File: config.mk
export PLATFORM = sky130hd
export DESIGN_NAME = fc_stream_mvm
export DESIGN_NICKNAME = d
export VERILOG_FILES = /design/src/rtl/fc_pkg.sv /design/src/rtl/fc_lane_mac.sv /design/src/rtl/fc_stream_mvm.sv
export SDC_FILE = /design/constraint.sdc
export NUM_CORES = 2
export LEC_CHECK = 0
export BUFFER_PORTS_ARGS = -buffer_cell sky130_fd_sc_hd__buf_2
export CORE_UTILIZATION = 70
export DETAILED_ROUTE_END_ITERATION = 7
export HOLD_SLACK_MARGIN = 0.12
export PLACE_DENSITY = 0.92
export SETUP_SLACK_MARGIN = 0.3
export SLEW_MARGIN = 25
export SYNTH_ARGS = -nofsm -noshare
export SYNTH_HDL_FRONTEND = slang
export SYNTH_SLANG_ARGS = --single-unit
File: constraint.sdc
create_clock -name clk -period 11.45 [get_ports clk]
set_input_delay 1.7175 -clock clk [delete_from_list [all_inputs] [get_ports clk]]
set_output_delay 1.7175 -clock clk [all_outputs]
set_load 0.02 [all_outputs]
File: src/rtl/fc_pkg.sv
// Shared definitions for the streaming fully-connected layer (fc_stream_mvm).
//   fc_state_t  : top-level FSM states (LOAD x vector, MAC a pass, DRAIN a pass).
//   cnt_w()     : counter/address width helper that never returns zero.
//   sat_to_t()  : clamps a sign-extended accumulator value to the signed T-bit range.
// Optional ReLU of the lane outputs is controlled by the FC_STREAM_RELU_EN macro
// (see fc_lane_mac.sv).
package fc_pkg;

  typedef enum logic [1:0] {
    LOAD  = 2'd0,
    MAC   = 2'd1,
    DRAIN = 2'd2
  } fc_state_t;

  // Widest accumulator / data word the saturation helper can handle.
  localparam int FC_ACC_MAX_W = 128;
  localparam int FC_T_MAX_W   = 64;

  // Width of a counter or address that must hold values 0..n-1.
  // Clamped to 1 so that single-value counters still get a real bit.
  function automatic int cnt_w(input int n);
    return (n > 1) ? $clog2(n) : 1;
  endfunction

  // Clamp acc (already sign-extended to FC_ACC_MAX_W bits, carrying acc_w
  // meaningful bits) into [-2^(t-1), 2^(t-1)-1]. The caller keeps the low t bits.
  function automatic logic signed [FC_T_MAX_W-1:0] sat_to_t(
    input logic signed [FC_ACC_MAX_W-1:0] acc,
    input int                             acc_w,
    input int                             t
  );
    logic signed [FC_ACC_MAX_W-1:0] one;
    logic signed [FC_ACC_MAX_W-1:0] hi;
    logic signed [FC_ACC_MAX_W-1:0] lo;
    one = FC_ACC_MAX_W'(1);
    hi  = (one <<< (t - 1)) - one;
    lo  = -(one <<< (t - 1));
    if (acc_w <= t) begin
      return acc[FC_T_MAX_W-1:0];
    end else if (acc > hi) begin
      return hi[FC_T_MAX_W-1:0];
    end else if (acc < lo) begin
      return lo[FC_T_MAX_W-1:0];
    end else begin
      return acc[FC_T_MAX_W-1:0];
    end
  endfunction

endpackage

File: src/rtl/fc_lane_mac.sv
// One multiply-accumulate lane of fc_stream_mvm.
//   clk, rst_n : clock and asynchronous active-low reset (clears the accumulator)
//   clear      : zero the accumulator at the next edge (start of a pass)
//   en         : add w*x into the accumulator at the next edge
//   w, x       : signed T-bit weight and input sample
//   acc_sat    : saturated T-bit view of the accumulator value as it will stand
//                after the coming edge; equal to the stored value whenever
//                clear and en are both low. With FC_STREAM_RELU_EN defined a
//                negative accumulator is reported as zero.
module fc_lane_mac
  import fc_pkg::*;
#(
  parameter int T     = 16,
  parameter int ACC_W = 35
) (
  input  logic                clk,
  input  logic                rst_n,
  input  logic                clear,
  input  logic                en,
  input  logic signed [T-1:0] w,
  input  logic signed [T-1:0] x,
  output logic        [T-1:0] acc_sat
);

  logic signed [ACC_W-1:0] acc_q;
  logic signed [ACC_W-1:0] acc_d;
  logic signed [2*T-1:0]   prod;

  function automatic logic [T-1:0] post_proc(input logic signed [ACC_W-1:0] a);
    logic signed [FC_ACC_MAX_W-1:0] ext;
    ext = FC_ACC_MAX_W'(a);
`ifdef FC_STREAM_RELU_EN
    if (a[ACC_W-1]) begin
      return '0;
    end
`endif
    return T'(sat_to_t(ext, ACC_W, T));
  endfunction

  always_comb begin
    prod  = (2*T)'(w) * (2*T)'(x);
    acc_d = acc_q;
    if (clear) begin
      acc_d = '0;
    end else if (en) begin
      acc_d = acc_q + ACC_W'(prod);
    end
  end

  always_ff @(posedge clk or negedge rst_n) begin
    if (!rst_n) begin
      acc_q <= '0;
    end else begin
      acc_q <= acc_d;
    end
  end

  // Looking at acc_d lets the first word of a pass be registered on the same
  // edge that completes the last accumulate, so DRAIN needs no bubble cycle.
  assign acc_sat = post_proc(acc_d);

endmodule

File: src/rtl/fc_stream_mvm.sv
// Streaming fully-connected layer y = W*x (W is MxN, signed T-bit data).
// x arrives one word per input handshake into an N-entry buffer; y is computed
// in M/P passes of P parallel MAC lanes and streamed out one word per output
// handshake. Weights come from an external ROM with one cycle read latency.
// Build option: define FC_STREAM_RELU_EN to clamp negative results to zero.
// Ports:
//   clk, reset         : clock, asynchronous active-low reset
//   input_valid/ready  : x word handshake, input_data = x[n] for n = 0..N-1
//   output_valid/ready : y word handshake, output_data = y[m] for m = 0..M-1
//   w_addr             : weight ROM address k*N + n (k = pass index)
//   w_data             : ROM word one cycle after w_addr, lane p in [p*T +: T]
module fc_stream_mvm
  import fc_pkg::*;
#(
  parameter int  M     = 16,
  parameter int  N     = 8,
  parameter int  T     = 16,
  parameter int  P     = 2,
  parameter int  ACC_W = 2*T + $clog2(N),
  localparam int AW    = cnt_w((M/P)*N)
) (
  input  logic           clk,
  input  logic           reset,
  input  logic           input_valid,
  output logic           input_ready,
  input  logic [T-1:0]   input_data,
  output logic           output_valid,
  input  logic           output_ready,
  output logic [T-1:0]   output_data,
  output logic [AW-1:0]  w_addr,
  input  logic [P*T-1:0] w_data
);

  localparam int KN = M / P;        // number of passes per vector
  localparam int CW = cnt_w(N + 1); // cnt runs 0..N in MAC
  localparam int IW = cnt_w(N);     // vector buffer index
  localparam int KW = cnt_w(KN);
  localparam int SW = cnt_w(P);

  if ((M % P) != 0) begin : g_bad_mp
    $error("fc_stream_mvm: M must be a multiple of P");
  end
  if (N < 2) begin : g_bad_n
    $error("fc_stream_mvm: N must be at least 2");
  end
  if ((P < 1) || (P > M)) begin : g_bad_p
    $error("fc_stream_mvm: P must be in 1..M");
  end

  fc_state_t     state_q, state_d;
  logic [CW-1:0] cnt_q, cnt_d;
  logic [KW-1:0] k_q, k_d;
  logic [SW-1:0] sel_q, sel_d;
  logic          input_ready_q, input_ready_d;
  logic          output_valid_q, output_valid_d;
  logic [T-1:0]  output_data_q, output_data_d;

  logic          in_hs;
  logic          out_hs;
  logic          acc_clear;
  logic          mac_en;
  logic          x_rd_en;
  logic [IW-1:0] x_idx;

  logic [T-1:0]  x_mem [N];
  logic [T-1:0]  x_rd_q;
  logic [T-1:0]  lane_sat [P];

  assign in_hs   = input_valid && input_ready_q;
  assign out_hs  = output_valid_q && output_ready;
  // cnt is the write index in LOAD and the read index in MAC cycles 0..N-1.
  assign x_idx   = cnt_q[IW-1:0];
  assign x_rd_en = (state_q == MAC) && (cnt_q < CW'(N));
  // The ROM word and buffered x for index c land one cycle after cycle c.
  assign mac_en  = (state_q == MAC) && (cnt_q != '0);

  // Vector buffer: plain memory with a registered read port.
  always_ff @(posedge clk) begin
    if (in_hs) begin
      x_mem[x_idx] <= input_data;
    end
    if (x_rd_en) begin
      x_rd_q <= x_mem[x_idx];
    end
  end

  for (genvar gi = 0; gi < P; gi++) begin : g_lane
    fc_lane_mac #(
      .T     (T),
      .ACC_W (ACC_W)
    ) u_lane (
      .clk     (clk),
      .rst_n   (reset),
      .clear   (acc_clear),
      .en      (mac_en),
      .w       (w_data[gi*T +: T]),
      .x       (x_rd_q),
      .acc_sat (lane_sat[gi])
    );
  end

  always_comb begin
    w_addr = AW'(int'(k_q) * N + (x_rd_en ? int'(cnt_q) : 0));
  end

  // Next-state and counter logic.
  always_comb begin
    state_d   = state_q;
    cnt_d     = cnt_q;
    k_d       = k_q;
    sel_d     = sel_q;
    acc_clear = 1'b0;
    unique case (state_q)
      LOAD: begin
        if (in_hs) begin
          if (cnt_q == CW'(N - 1)) begin
            state_d   = MAC;
            cnt_d     = '0;
            acc_clear = 1'b1;
          end else begin
            cnt_d = cnt_q + 1'b1;
          end
        end
      end
      MAC: begin
        if (cnt_q == CW'(N)) begin
          state_d = DRAIN;
          cnt_d   = '0;
          sel_d   = '0;
        end else begin
          cnt_d = cnt_q + 1'b1;
        end
      end
      DRAIN: begin
        if (out_hs) begin
          if (sel_q == SW'(P - 1)) begin
            sel_d = '0;
            if (k_q == KW'(KN - 1)) begin
              k_d     = '0;
              state_d = LOAD;
            end else begin
              // Same x, next block of P rows.
              k_d       = k_q + 1'b1;
              state_d   = MAC;
              acc_clear = 1'b1;
            end
          end else begin
            sel_d = sel_q + 1'b1;
          end
        end
      end
      default: begin
        state_d = LOAD;
        cnt_d   = '0;
        k_d     = '0;
        sel_d   = '0;
      end
    endcase
  end

  // Registered outputs follow the next state. In DRAIN the lane accumulators
  // are idle, so re-selecting the same lane keeps output_data stable.
  always_comb begin
    input_ready_d  = (state_d == LOAD);
    output_valid_d = (state_d == DRAIN);
    output_data_d  = output_data_q;
    if (state_d == DRAIN) begin
      output_data_d = lane_sat[sel_d];
    end
  end

  always_ff @(posedge clk or negedge reset) begin
    if (!reset) begin
      state_q        <= LOAD;
      cnt_q          <= '0;
      k_q            <= '0;
      sel_q          <= '0;
      input_ready_q  <= 1'b1;
      output_valid_q <= 1'b0;
      output_data_q  <= '0;
    end else begin
      state_q        <= state_d;
      cnt_q          <= cnt_d;
      k_q            <= k_d;
      sel_q          <= sel_d;
      input_ready_q  <= input_ready_d;
      output_valid_q <= output_valid_d;
      output_data_q  <= output_data_d;
    end
  end

  assign input_ready  = input_ready_q;
  assign output_valid = output_valid_q;
  assign output_data  = output_data_q;

endmodule
==> run_summary.xml <==
<?xml version="1.0" encoding="UTF-8"?>
<metrics>
  <group name="grt">
    <metric name="globalRouteOverflowTotal" unit="">0</metric>
    <metric name="initial_antenna_violation_count" unit="">3</metric>
    <metric name="maximum_number_of_pins_on_one_net_before_global_route_repair" unit="">73</metric>
    <metric name="grt_pass1_vias" unit="">28112</metric>
    <metric name="grt_pass1_wl" unit="mm">146</metric>
    <metric name="grt.total_usage" unit="%">38.3</metric>
  </group>
  <group name="detailed_routing">
    <metric name="detailedRoute.firstPassIterationCount" unit="">8</metric>
    <metric name="drt-vias-per-instance" unit="">6.40</metric>
    <metric name="drt.antenna.violating_nets" unit="">0</metric>
    <metric name="drt_iter0_drc" unit="">2593</metric>
    <metric name="num_vias" unit="">25442</metric>
    <metric name="drcViolationCount" unit="">18</metric>
    <metric name="drt-wirelength-per-cell" unit="µm">22.4</metric>
    <metric name="wirelength" unit="mm">88.9</metric>
  </group>
  <group name="floorplanning">
    <metric name="die_area" unit="µm²">49100</metric>
    <metric name="rows" unit="">80</metric>
    <metric name="die_height" unit="µm">222</metric>
    <metric name="floorplan.die.width" unit="µm">222</metric>
    <metric name="starting_density" unit="%">70.8</metric>
    <metric name="floorplan.core_area" unit="µm²">47600</metric>
    <metric name="floorplan.io_pins" unit="">76</metric>
  </group>
  <group name="timing">
    <metric name="layout_setup_ws" unit="ns">2.16</metric>
    <metric name="finalClockSkew" unit="ns">0.0228</metric>
    <metric name="slew_viol_final" unit="">0</metric>
    <metric name="finalSetupViolCount" unit="">0</metric>
    <metric name="achievable-frequency" unit="MHz">108</metric>
    <metric name="final.setup.tns" unit="ns">0</metric>
    <metric name="final-hold-violation-count" unit="">0</metric>
    <metric name="layout_worst_path_cycle_share" unit="%">81.1</metric>
    <metric name="setup_repair_after_global_routing_missed_its_margin" unit="">no</metric>
    <metric name="slew_headroom" unit="%">27.1</metric>
    <metric name="finalCriticalPeriod" unit="ns">9.29</metric>
    <metric name="timing_worst_slew_pin_value" unit="ns">1.08</metric>
  </group>
  <group name="worst_hold_path">
    <metric name="worstHoldPathType" unit="">flip-flop to flip-flop</metric>
  </group>
  <group name="synthesis">
    <metric name="post-synth-top-area-fraction" unit="%">36.8</metric>
    <metric name="post-synth-top-area-cell" unit="">sky130_fd_sc_hd__fa_1</metric>
    <metric name="synth.ff_latch_count" unit="">242</metric>
    <metric name="synth_cell_type_count" unit="">90</metric>
    <metric name="synthesis.yosys.warnings" unit="">0</metric>
    <metric name="synth-edff-count" unit="">144</metric>
    <metric name="synth_top_flop_cell" unit="">sky130_fd_sc_hd__edfxtp_1</metric>
    <metric name="async_flop_share" unit="%">40.5</metric>
    <metric name="synth.net_count" unit="">4241</metric>
    <metric name="yosysSeqAreaShare" unit="%">20.1</metric>
    <metric name="synth.avg_cell_area" unit="µm²">10.1</metric>
    <metric name="synth_top_cells_by_area" unit="">sky130_fd_sc_hd__fa_1, sky130_fd_sc_hd__edfxtp_1, sky130_fd_sc_hd__ha_1</metric>
    <metric name="syn_area" unit="µm²">33700</metric>
    <metric name="syn_inst" unit="">3355</metric>
  </group>
  <group name="cts">
    <metric name="tritoncts.num_buffers" unit="">26</metric>
    <metric name="clock_sinks" unit="">242</metric>
    <metric name="clock_tree.htree_level_count" unit="">1</metric>
    <metric name="cts_tree" unit="">built</metric>
    <metric name="clk_transition_reported_paths" unit="ns">0.06</metric>
    <metric name="post_cts_resized" unit="">0</metric>
    <metric name="holdBufCountCts" unit="">0</metric>
    <metric name="clk-insertion-delay-late" unit="ns">0.56</metric>
    <metric name="postCtsSetupRepairBufs" unit="">0</metric>
    <metric name="cts.path.max_buffers" unit="">3</metric>
    <metric name="clk_root_buffer_cell" unit="">sky130_fd_sc_hd__clkbuf_16</metric>
  </group>
  <group name="layout">
    <metric name="post_route_cells_drive_above_1_share" unit="%">6.87</metric>
    <metric name="final_common_cell" unit="">sky130_fd_sc_hd__inv_1</metric>
    <metric name="area_delta_synth_final" unit="%">5.11</metric>
    <metric name="nets" unit="">4227</metric>
    <metric name="post-route-util" unit="%">74.4</metric>
    <metric name="mostFrequentLayoutCells" unit="">sky130_fd_sc_hd__inv_1, sky130_fd_sc_hd__fa_1, sky130_fd_sc_hd__nand2_1</metric>
    <metric name="antennaDiodeCount" unit="">0</metric>
    <metric name="filler_cell_count" unit="">2946</metric>
  </group>
  <group name="critical_path">
    <metric name="worstSetupEndpointType" unit="">flip-flop</metric>
    <metric name="r2r_setup_slack" unit="ns">2.72</metric>
    <metric name="setup.worst_path.class" unit="">input port to flip-flop</metric>
    <metric name="cp.arrival" unit="ns">9.69</metric>
    <metric name="crit_fanout" unit="">16</metric>
    <metric name="worst_setup_path_start_kind" unit="">input port</metric>
    <metric name="worst_ep_required_time" unit="ns">11.85</metric>
  </group>
  <group name="placement">
    <metric name="detailedPlacementHpwl" unit="mm">66.5</metric>
    <metric name="gp_routability_congestion" unit="">1.01</metric>
    <metric name="post-place-ws" unit="ns">1.80</metric>
    <metric name="numPortBuffers" unit="">75</metric>
  </group>
  <group name="flow_run">
    <metric name="total_of_max_cap_violations" unit="">0</metric>
  </group>
  <group name="status">
    <metric name="violated_checks" unit="">design-rule violations</metric>
    <metric name="result_of_the_run" unit="">finished with violations</metric>
  </group>
</metrics>
==> cells in the mapped netlist, types with 15 or more instances <==
cell type	count
sky130_fd_sc_hd__a21oi_1	106
sky130_fd_sc_hd__xnor2_1	42
sky130_fd_sc_hd__nor2_1	98
sky130_fd_sc_hd__dfrtp_1	97
sky130_fd_sc_hd__o21ai_0	62
sky130_fd_sc_hd__ha_1	214
sky130_fd_sc_hd__nor3_1	35
sky130_fd_sc_hd__edfxtp_1	144
sky130_fd_sc_hd__nand4_1	28
sky130_fd_sc_hd__clkbuf_1	117
sky130_fd_sc_hd__inv_1	709
sky130_fd_sc_hd__nand3_1	37
sky130_fd_sc_hd__nand2b_1	17
sky130_fd_sc_hd__and2_1	260
sky130_fd_sc_hd__mux2_2	15
sky130_fd_sc_hd__nand2_1	389
sky130_fd_sc_hd__mux4_2	32
sky130_fd_sc_hd__a211oi_1	21
sky130_fd_sc_hd__a21o_1	29
sky130_fd_sc_hd__a31oi_1	22
sky130_fd_sc_hd__fa_1	620
==> flip-flops by register name (all words and copies together) (netlist names) <==
name / count
x_rd_q: 16
output_valid: 1
sel_q: 1
x_mem: 128
cnt_q: 4
k_q: 3
g_lane.u_lane.acc_q: 70
output_data: 16
state_q: 2
input_ready: 1
==> through the flow <==
stage / hold WS (ns) / std cells / cell area, µm²
floorplan: 0.478 / 3355 / 33700
global placement: 0.531 / 3927 / 34600
detailed placement: 0.536 / 3927 / 34600
CTS: 0.549 / 3975 / 35400
global route: 0.574 / 3976 / 35500
finish: 0.548 / 3976 / 35500
==> routing by layer <==
metal | vias up | global-route usage [%] | wire [µm]
met1 | 12550 | 45.6 | 29900
met5 | - | 0 | 41
met4 | 6 | 21.5 | 5800
met3 | 542 | 9.77 | 10100
li1 | 10542 | - | -
met2 | 1802 | 63.8 | 43100
==> worst paths after layout <==
path	cells after the start	from	to
worst max-delay path	22	w_data[25]	output_data[3]
worst min-delay path	2	output_data[13]	output_data[13]
worst max register to register	24	x_rd_q[8]	output_data[2]
worst min register to register	2	output_data[13]	output_data[13]
max in group asynchronous	2	reset	output_data[0]
min in group asynchronous	1	reset	g_lane[1].u_lane.acc_q[33]
==> kinds of logic (layout without fill, tap and decap cells) <==
group / after synthesis / count (layout) / synth area share, %
xor gates and xnor gates: 52 / 52 / 1.35
AOI/OAI and AO/OA: 376 / 376 / 7.60
adders and majority gates: 834 / 834 / 44.7
muxes: 55 / 55 / 2.87
other: 1 / 1 / 0.0111
DFF: 242 / 242 / 20.1
buffers and inverters: 857 / 863 / 9.65
and+or+nand+nor: 938 / 938 / 13.7
==> area by class of cell <==
class / instances / area (µm²) / area share (%)
Multi-Input combinational cell: 2256 / 23800 / 67.2
Sequential cell: 242 / 6780 / 19.1
Inverter: 709 / 2660 / 7.50
Tap cell: 615 / 769 / 2.17
Clock buffer: 38 / 706 / 1.99
Timing Repair Buffer: 106 / 622 / 1.75
Clock inverter: 10 / 113 / 0.318
==> critical path, cell delays in order <==
cell,delay (ns)
sky130_fd_sc_hd__buf_2,0.37
sky130_fd_sc_hd__nand2_1,0.17
sky130_fd_sc_hd__fa_1,0.56
sky130_fd_sc_hd__fa_1,0.47
sky130_fd_sc_hd__fa_1,0.53
sky130_fd_sc_hd__fa_1,0.56
sky130_fd_sc_hd__inv_1,0.06
sky130_fd_sc_hd__fa_1,0.50
sky130_fd_sc_hd__inv_1,0.08
sky130_fd_sc_hd__fa_1,0.51
sky130_fd_sc_hd__inv_1,0.06
sky130_fd_sc_hd__ha_1,0.47
sky130_fd_sc_hd__nand2_1,0.18
sky130_fd_sc_hd__nor3b_1,0.38
sky130_fd_sc_hd__a22o_1,0.49
sky130_fd_sc_hd__o32ai_1,0.20
sky130_fd_sc_hd__or2_2,0.35
sky130_fd_sc_hd__a2111oi_0,0.71
sky130_fd_sc_hd__nand4_1,0.49
sky130_fd_sc_hd__o21a_1,0.45
sky130_fd_sc_hd__o21ai_0,0.25
sky130_fd_sc_hd__a31oi_1,0.12
Power is not shown: default switching activity piles up to over one toggle a cycle in this logic, so the estimate is an artifact.
